File: src/rtl/cn_axi_read_arbiter.sv
// Round-robin sharing of one in-order AXI4 read master between N_REQ requesters.
// A FIFO of grant indices routes each returning burst back to the requester that issued it.
module cn_axi_read_arbiter #(
  parameter int unsigned N_REQ    = 4,
  parameter int unsigned OT_DEPTH = 16,
  parameter int unsigned ADDR_W   = 64,
  parameter int unsigned DATA_W   = 128
) (
  input  logic                        ap_clk,
  input  logic                        ap_rst,
  input  logic [N_REQ*ADDR_W-1:0]     req_araddr,
  input  logic [N_REQ*8-1:0]          req_arlen,
  input  logic [N_REQ-1:0]            req_arvalid,
  output logic [N_REQ-1:0]            req_arready,
  output logic [DATA_W-1:0]           req_rdata,
  output logic [1:0]                  req_rresp,
  output logic                        req_rlast,
  output logic [N_REQ-1:0]            req_rvalid,
  input  logic [N_REQ-1:0]            req_rready,
  output logic [ADDR_W-1:0]           m_axi_araddr,
  output logic [7:0]                  m_axi_arlen,
  output logic                        m_axi_arvalid,
  input  logic                        m_axi_arready,
  output logic [1:0]                  m_axi_arburst,
  output logic [2:0]                  m_axi_arsize,
  output logic [3:0]                  m_axi_arcache,
  output logic                        m_axi_arlock,
  output logic [2:0]                  m_axi_arprot,
  output logic [3:0]                  m_axi_arqos,
  input  logic [DATA_W-1:0]           m_axi_rdata,
  input  logic [1:0]                  m_axi_rresp,
  input  logic                        m_axi_rlast,
  input  logic                        m_axi_rvalid,
  output logic                        m_axi_rready,
  output logic [$clog2(OT_DEPTH):0]   outstanding
);

  localparam int unsigned PTR_W = (N_REQ > 1) ? $clog2(N_REQ) : 1;
  localparam int unsigned AW    = $clog2(OT_DEPTH);
  localparam int unsigned CNT_W = AW + 1;

  logic [PTR_W-1:0]  rr_ptr_q, rr_ptr_d;
  logic              ar_vld_q, ar_vld_d;
  logic [ADDR_W-1:0] araddr_q, araddr_d;
  logic [7:0]        arlen_q, arlen_d;
  logic [PTR_W-1:0]  mem_q [OT_DEPTH];
  logic [AW-1:0]     wr_ptr_q, wr_ptr_d;
  logic [AW-1:0]     rd_ptr_q, rd_ptr_d;
  logic [CNT_W-1:0]  cnt_q, cnt_d;

  logic [PTR_W-1:0]  cand;
  logic [PTR_W-1:0]  winner;
  logic              found;
  logic              can_load;
  logic              grant;
  logic              fifo_full;
  logic              fifo_empty;
  logic [PTR_W-1:0]  head;
  logic              push;
  logic              pop;

  assign fifo_full  = (cnt_q == CNT_W'(OT_DEPTH));
  assign fifo_empty = (cnt_q == '0);
  assign head       = mem_q[rd_ptr_q];

  // Round-robin scan starting at rr_ptr_q, wrapping at N_REQ.
  always_comb begin
    found  = 1'b0;
    winner = '0;
    cand   = '0;
    for (int unsigned k = 0; k < N_REQ; k++) begin
      cand = PTR_W'((32'(rr_ptr_q) + k) % N_REQ);
      if (!found && req_arvalid[cand]) begin
        found  = 1'b1;
        winner = cand;
      end
    end
  end

  // A grant also needs a free order-FIFO slot; a pop only frees it next cycle.
  assign can_load = (!ar_vld_q || m_axi_arready) && !fifo_full;
  assign grant    = found && can_load && !ap_rst;
  assign push     = grant;
  assign pop      = !fifo_empty && m_axi_rvalid && m_axi_rready && m_axi_rlast;

  always_comb begin
    req_arready = '0;
    if (grant) begin
      req_arready[winner] = 1'b1;
    end
  end

  // Next state for the RR pointer, AR output register and order FIFO pointers.
  always_comb begin
    rr_ptr_d = rr_ptr_q;
    ar_vld_d = ar_vld_q;
    araddr_d = araddr_q;
    arlen_d  = arlen_q;
    if (grant) begin
      rr_ptr_d = (32'(winner) == N_REQ - 1) ? '0 : winner + PTR_W'(1);
      ar_vld_d = 1'b1;
      araddr_d = req_araddr[32'(winner)*ADDR_W +: ADDR_W];
      arlen_d  = req_arlen[32'(winner)*8 +: 8];
    end else if (m_axi_arready) begin
      ar_vld_d = 1'b0;
    end
    wr_ptr_d = wr_ptr_q + AW'(push);
    rd_ptr_d = rd_ptr_q + AW'(pop);
    cnt_d    = cnt_q + CNT_W'(push) - CNT_W'(pop);
  end

  always_ff @(posedge ap_clk or posedge ap_rst) begin
    if (ap_rst) begin
      rr_ptr_q <= '0;
      ar_vld_q <= 1'b0;
      araddr_q <= '0;
      arlen_q  <= '0;
      wr_ptr_q <= '0;
      rd_ptr_q <= '0;
      cnt_q    <= '0;
      for (int unsigned i = 0; i < OT_DEPTH; i++) begin
        mem_q[i] <= '0;
      end
    end else begin
      rr_ptr_q <= rr_ptr_d;
      ar_vld_q <= ar_vld_d;
      araddr_q <= araddr_d;
      arlen_q  <= arlen_d;
      wr_ptr_q <= wr_ptr_d;
      rd_ptr_q <= rd_ptr_d;
      cnt_q    <= cnt_d;
      if (push) begin
        mem_q[wr_ptr_q] <= winner;
      end
    end
  end

  // R routing: only the FIFO head owner sees valid; a beat with no owner is stalled.
  always_comb begin
    m_axi_rready = !fifo_empty && req_rready[head];
    req_rvalid   = '0;
    for (int unsigned i = 0; i < N_REQ; i++) begin
      req_rvalid[i] = !fifo_empty && m_axi_rvalid && (head == PTR_W'(i));
    end
  end

  assign req_rdata = m_axi_rdata;
  assign req_rresp = m_axi_rresp;
  assign req_rlast = m_axi_rlast;

  assign m_axi_araddr  = araddr_q;
  assign m_axi_arlen   = arlen_q;
  assign m_axi_arvalid = ar_vld_q;
  assign m_axi_arburst = 2'b01;
  assign m_axi_arsize  = 3'b100;
  assign m_axi_arcache = 4'b0011;
  assign m_axi_arlock  = 1'b0;
  assign m_axi_arprot  = 3'b000;
  assign m_axi_arqos   = 4'b0000;
  assign outstanding   = cnt_q;

endmodule

File: config.mk
export PLATFORM = sky130hd
export DESIGN_NAME = cn_axi_read_arbiter
export DESIGN_NICKNAME = d
export VERILOG_FILES = /design/src/rtl/cn_axi_read_arbiter.sv
export SDC_FILE = /design/constraint.sdc
export NUM_CORES = 1
export LEC_CHECK = 0
export ABC_CLOCK_PERIOD_IN_PS = 3780
export BUFFER_PORTS_ARGS = -buffer_cell sky130_fd_sc_hd__clkbuf_2
export CAP_MARGIN = 20
export CORE_AREA = 2 2 256 258
export CTS_BUF_LIST = sky130_fd_sc_hd__clkbuf_4 sky130_fd_sc_hd__clkbuf_8 sky130_fd_sc_hd__clkbuf_16
export DETAILED_ROUTE_END_ITERATION = 10
export DIE_AREA = 0 0 258 260
export MAX_ROUTING_LAYER = met4
export PLACE_DENSITY = 0.46
export SETUP_SLACK_MARGIN = 0.1
export SYNTH_ARGS = -nofsm -noshare
export SYNTH_HDL_FRONTEND = slang
export SYNTH_SLANG_ARGS = --single-unit
File: constraint.sdc
create_clock -name ap_clk -period 3.78 [get_ports ap_clk]
set_input_delay 0.378 -clock ap_clk [delete_from_list [all_inputs] [get_ports ap_clk]]
set_output_delay 0.378 -clock ap_clk [all_outputs]
set_load 0.03 [all_outputs]
==> impl_results.md <==
* Status: complete, no violations
* Initial antenna violation count at 1
* Largest fanout on the critical path at 14
* RSZ-0062 raised after global routing: no
* Clk Latency, worst-skew pair at 0.46 ns
* Layout Cells excl Fill at 2,038
* Max-slew violations at 0
* Sequential element share of the synthesized area at 31.9%
* Routed via count at 8,633
* Routability cong. at 0.830
* Setup ws final at 0.300 ns
* Chip height at 260 um
* Root Buffer: clkbuf_16
* Worst Path Required at 4.12 ns
* Clk slew on worst S/H paths at 0.06 ns
* Arrival time at the worst endpoint at 3.82 ns
* Setup tns final at 0 ns
* Commonest non-fill, non-tap cell in the layout: clkbuf_2
* Final WL at 38,800 um
* Vias per Instance at 4.24
* Worst r2r src: rd_ptr_q[2]
* Row cnt at 93
* Period Utilization, post-route at 92.1%
* GRT Util Overall at 11.7%
* Post-synth EDFFs at 0
* Setup crit end kind: register
* Average cell area after synthesis at 9.65 sq um
* Synth Register Bits at 120
* First-pass GRT wire length at 56,600 um
* Die X at 258 um
* Worst IR Drop VDD at 0.336 mV
* DRC errors left at 0
* CTS max path bufs at 2
* Fmax at 0.287 GHz
* Final Critical Period at 3.48 ns
* Synth Flop Type: dfrtp_1
* Mapped cell area at 9430 sq um
* Most frequent cells in the layout: clkbuf_2 (388), nor4b_1 (144), dfrtp_1 (120)
* CP Launch Type: register
* CP Class: register to register
* Min-Delay Path Class: primary input to async pin
* Final clock skew at 0.00817 ns
* Post-synth ARST share at 100%
* H-Tree Depth at 4
* Vias in the first global route at 8,773
* Setup slack after placement at 0.194 ns
* Lkg Pwr at 0.00498 uW
* Number of unique standard cell types used by synthesis at 45
* WHS at 0.0421 ns
* Final nets at 1,617
* I/O Pins at 666
* Pwr dens at 784 nW/um^2
* Critical path launch point: rd_ptr_q[2]
* Starting Density at 14.7%
* Die area at 67,100 sq um
* Final Setup Violations at 0
* Final Hold Fails at 0
* # diodes at 0
* Global route total overflow at 0
* Post-Syn Instances at 977
* WL/cell at 19.1 um
* Drt pass-1 iters at 5
* # hold bufs at CTS at 0
* Max cap viols at 0
* TritonCTS Buffers at 17
* Yosys warns at 0
* Total setup buffers inserted after CTS at 0
* Dpl cells at 2,007
* CTS tree: built
* Port bufs at 388
* Max_slew headroom at 16.9%
* Final core occ at 18.4%
* Core box area at 64,100 sq um
* Layout cell share with drive strength beyond 1 at 45.2%
* CTS sink cnt at 120
* Area delta synth->final at 25.3%
* Largest net degree at the start of global routing at 145
* Final HPWL DP at 28,600 um
* Worst-Margin Slew at 1.23 ns
* 1st-iter DRT viols at 476
* ANT nets after route at 0
-- metal layers --
| metal | GRT usage (%) | vias to the layer above | wire [um] |
|---|---|---|---|
| li1 | - | 3914 | - |
| met1 | 14.1 | 4173 | 16800 |
| met2 | 17.6 | 473 | 17600 |
| met3 | 4.28 | 73 | 3240 |
| met4 | 4.87 | 0 | 1200 |
| met5 | - | - | 0 |
-- sequential cells by signal, indices dropped and copies added (netlist names) --
register / cells
outstanding: 5
mem_q: 32
wr_ptr_q: 4
m_axi_arlen: 8
rd_ptr_q: 4
m_axi_araddr: 64
m_axi_arvalid: 1
rr_ptr_q: 2
-- final timing paths --
check                      cells after the start  slack, ns          endpoint
setup / recovery                              16       0.30    outstanding[4]
hold / removal                                 2       0.04    m_axi_arlen[5]
setup reg to reg                              16       0.30    outstanding[4]
hold reg to reg                                2       0.47  m_axi_araddr[20]
max in group asynchronous                      3       2.99       wr_ptr_q[0]
min in group ap_clk                            3       0.21     m_axi_arvalid
-- worst max-delay path: stages, from the launching register on --
cell and delay [ns]:
dfrtp_1 0.39, buf_12 0.16, mux2_1 0.30, mux4_2 0.50
mux2_4 0.33, a2111oi_4 0.33, nor3_2 0.11, ha_1 0.28
inv_1 0.06, ha_2 0.16, inv_1 0.05, fa_2 0.33
inv_1 0.06, a21oi_1 0.06, nor2_1 0.08, nor2_1 0.05
xnor2_1 0.11
-- synthesized netlist by cell type (all sizes together) (2+ instances only) --
library cell  number  area share (%)
a211oi           144              14
a21oi              3            0.16
and2               5            0.33
and3               2            0.13
buf              166              14
clkbuf            84             3.3
conb               2           0.080
dfrtp            120              32
ha                14             1.9
inv               12            0.48
mux2              32             4.0
mux2i              5            0.53
mux4               6             1.6
nand2             98             3.9
nand2b             3            0.20
nand3              6            0.32
nand4              2            0.13
nor2              10            0.40
nor2b              7            0.46
nor3               3            0.21
nor3b              6            0.48
nor4b            144              13
o21ai             11            0.58
o31ai             73             5.8
xnor2              5            0.46
xor2               3            0.28
-- metrics by stage --
| step | area (sq um) | power [uW] |
|---|---|---|
| 6_report | 11800 | 9250 |
| 2_1_floorplan | 9480 | 6120 |
| 4_1_cts | 11800 | 9430 |
| 3_3_place_gp | 11200 | 7490 |
| 5_1_grt | 11800 | 9940 |
| 3_5_place_dp | 11200 | 7560 |
-- kinds of logic (layout without fill, tap and decap cells) --
| logic type | Yosys count | after routing | share of synthesized area, % |
|---|---|---|---|
| fa+ha+maj | 15 | 15 | 2.07 |
| other cells | 2 | 17 | 0.0797 |
| flops | 120 | 120 | 31.9 |
| buf+inv | 263 | 454 | 17.4 |
| xor+xnor | 8 | 8 | 0.743 |
| mux | 43 | 43 | 6.11 |
| compound gates | 237 | 237 | 21.6 |
| simple gates | 289 | 289 | 20.2 |
-- repair_timing --
action | 4_1_cts | 5_1_grt
gates resized for setup | 0 | 2
setup endpoints to repair | 0 | 1
hold endpoints to repair | 0 | 0
-- area by class of cell --
class                   instances  area [sq um]
well taps                     855          1070
clock inverters                11           148
inverters                      13          56.3
flip-flops and latches        120          3000
clock buffers                  20           460
repair buffers                410          2190
multi-input cells             609          4880
fillers                      7189         52300
-- power breakdown --
| group | leakage (uW) | internal, uW | switching [uW] |
|---|---|---|---|
| Sequential | 0.00149 | 1900 | 439 |
| Combinational | 0.00320 | 1740 | 3390 |
| Clock | 0.000288 | 1070 | 707 |
| Total | 0.00498 | 4710 | 4540 |
Power figures use the tool's default switching activity.
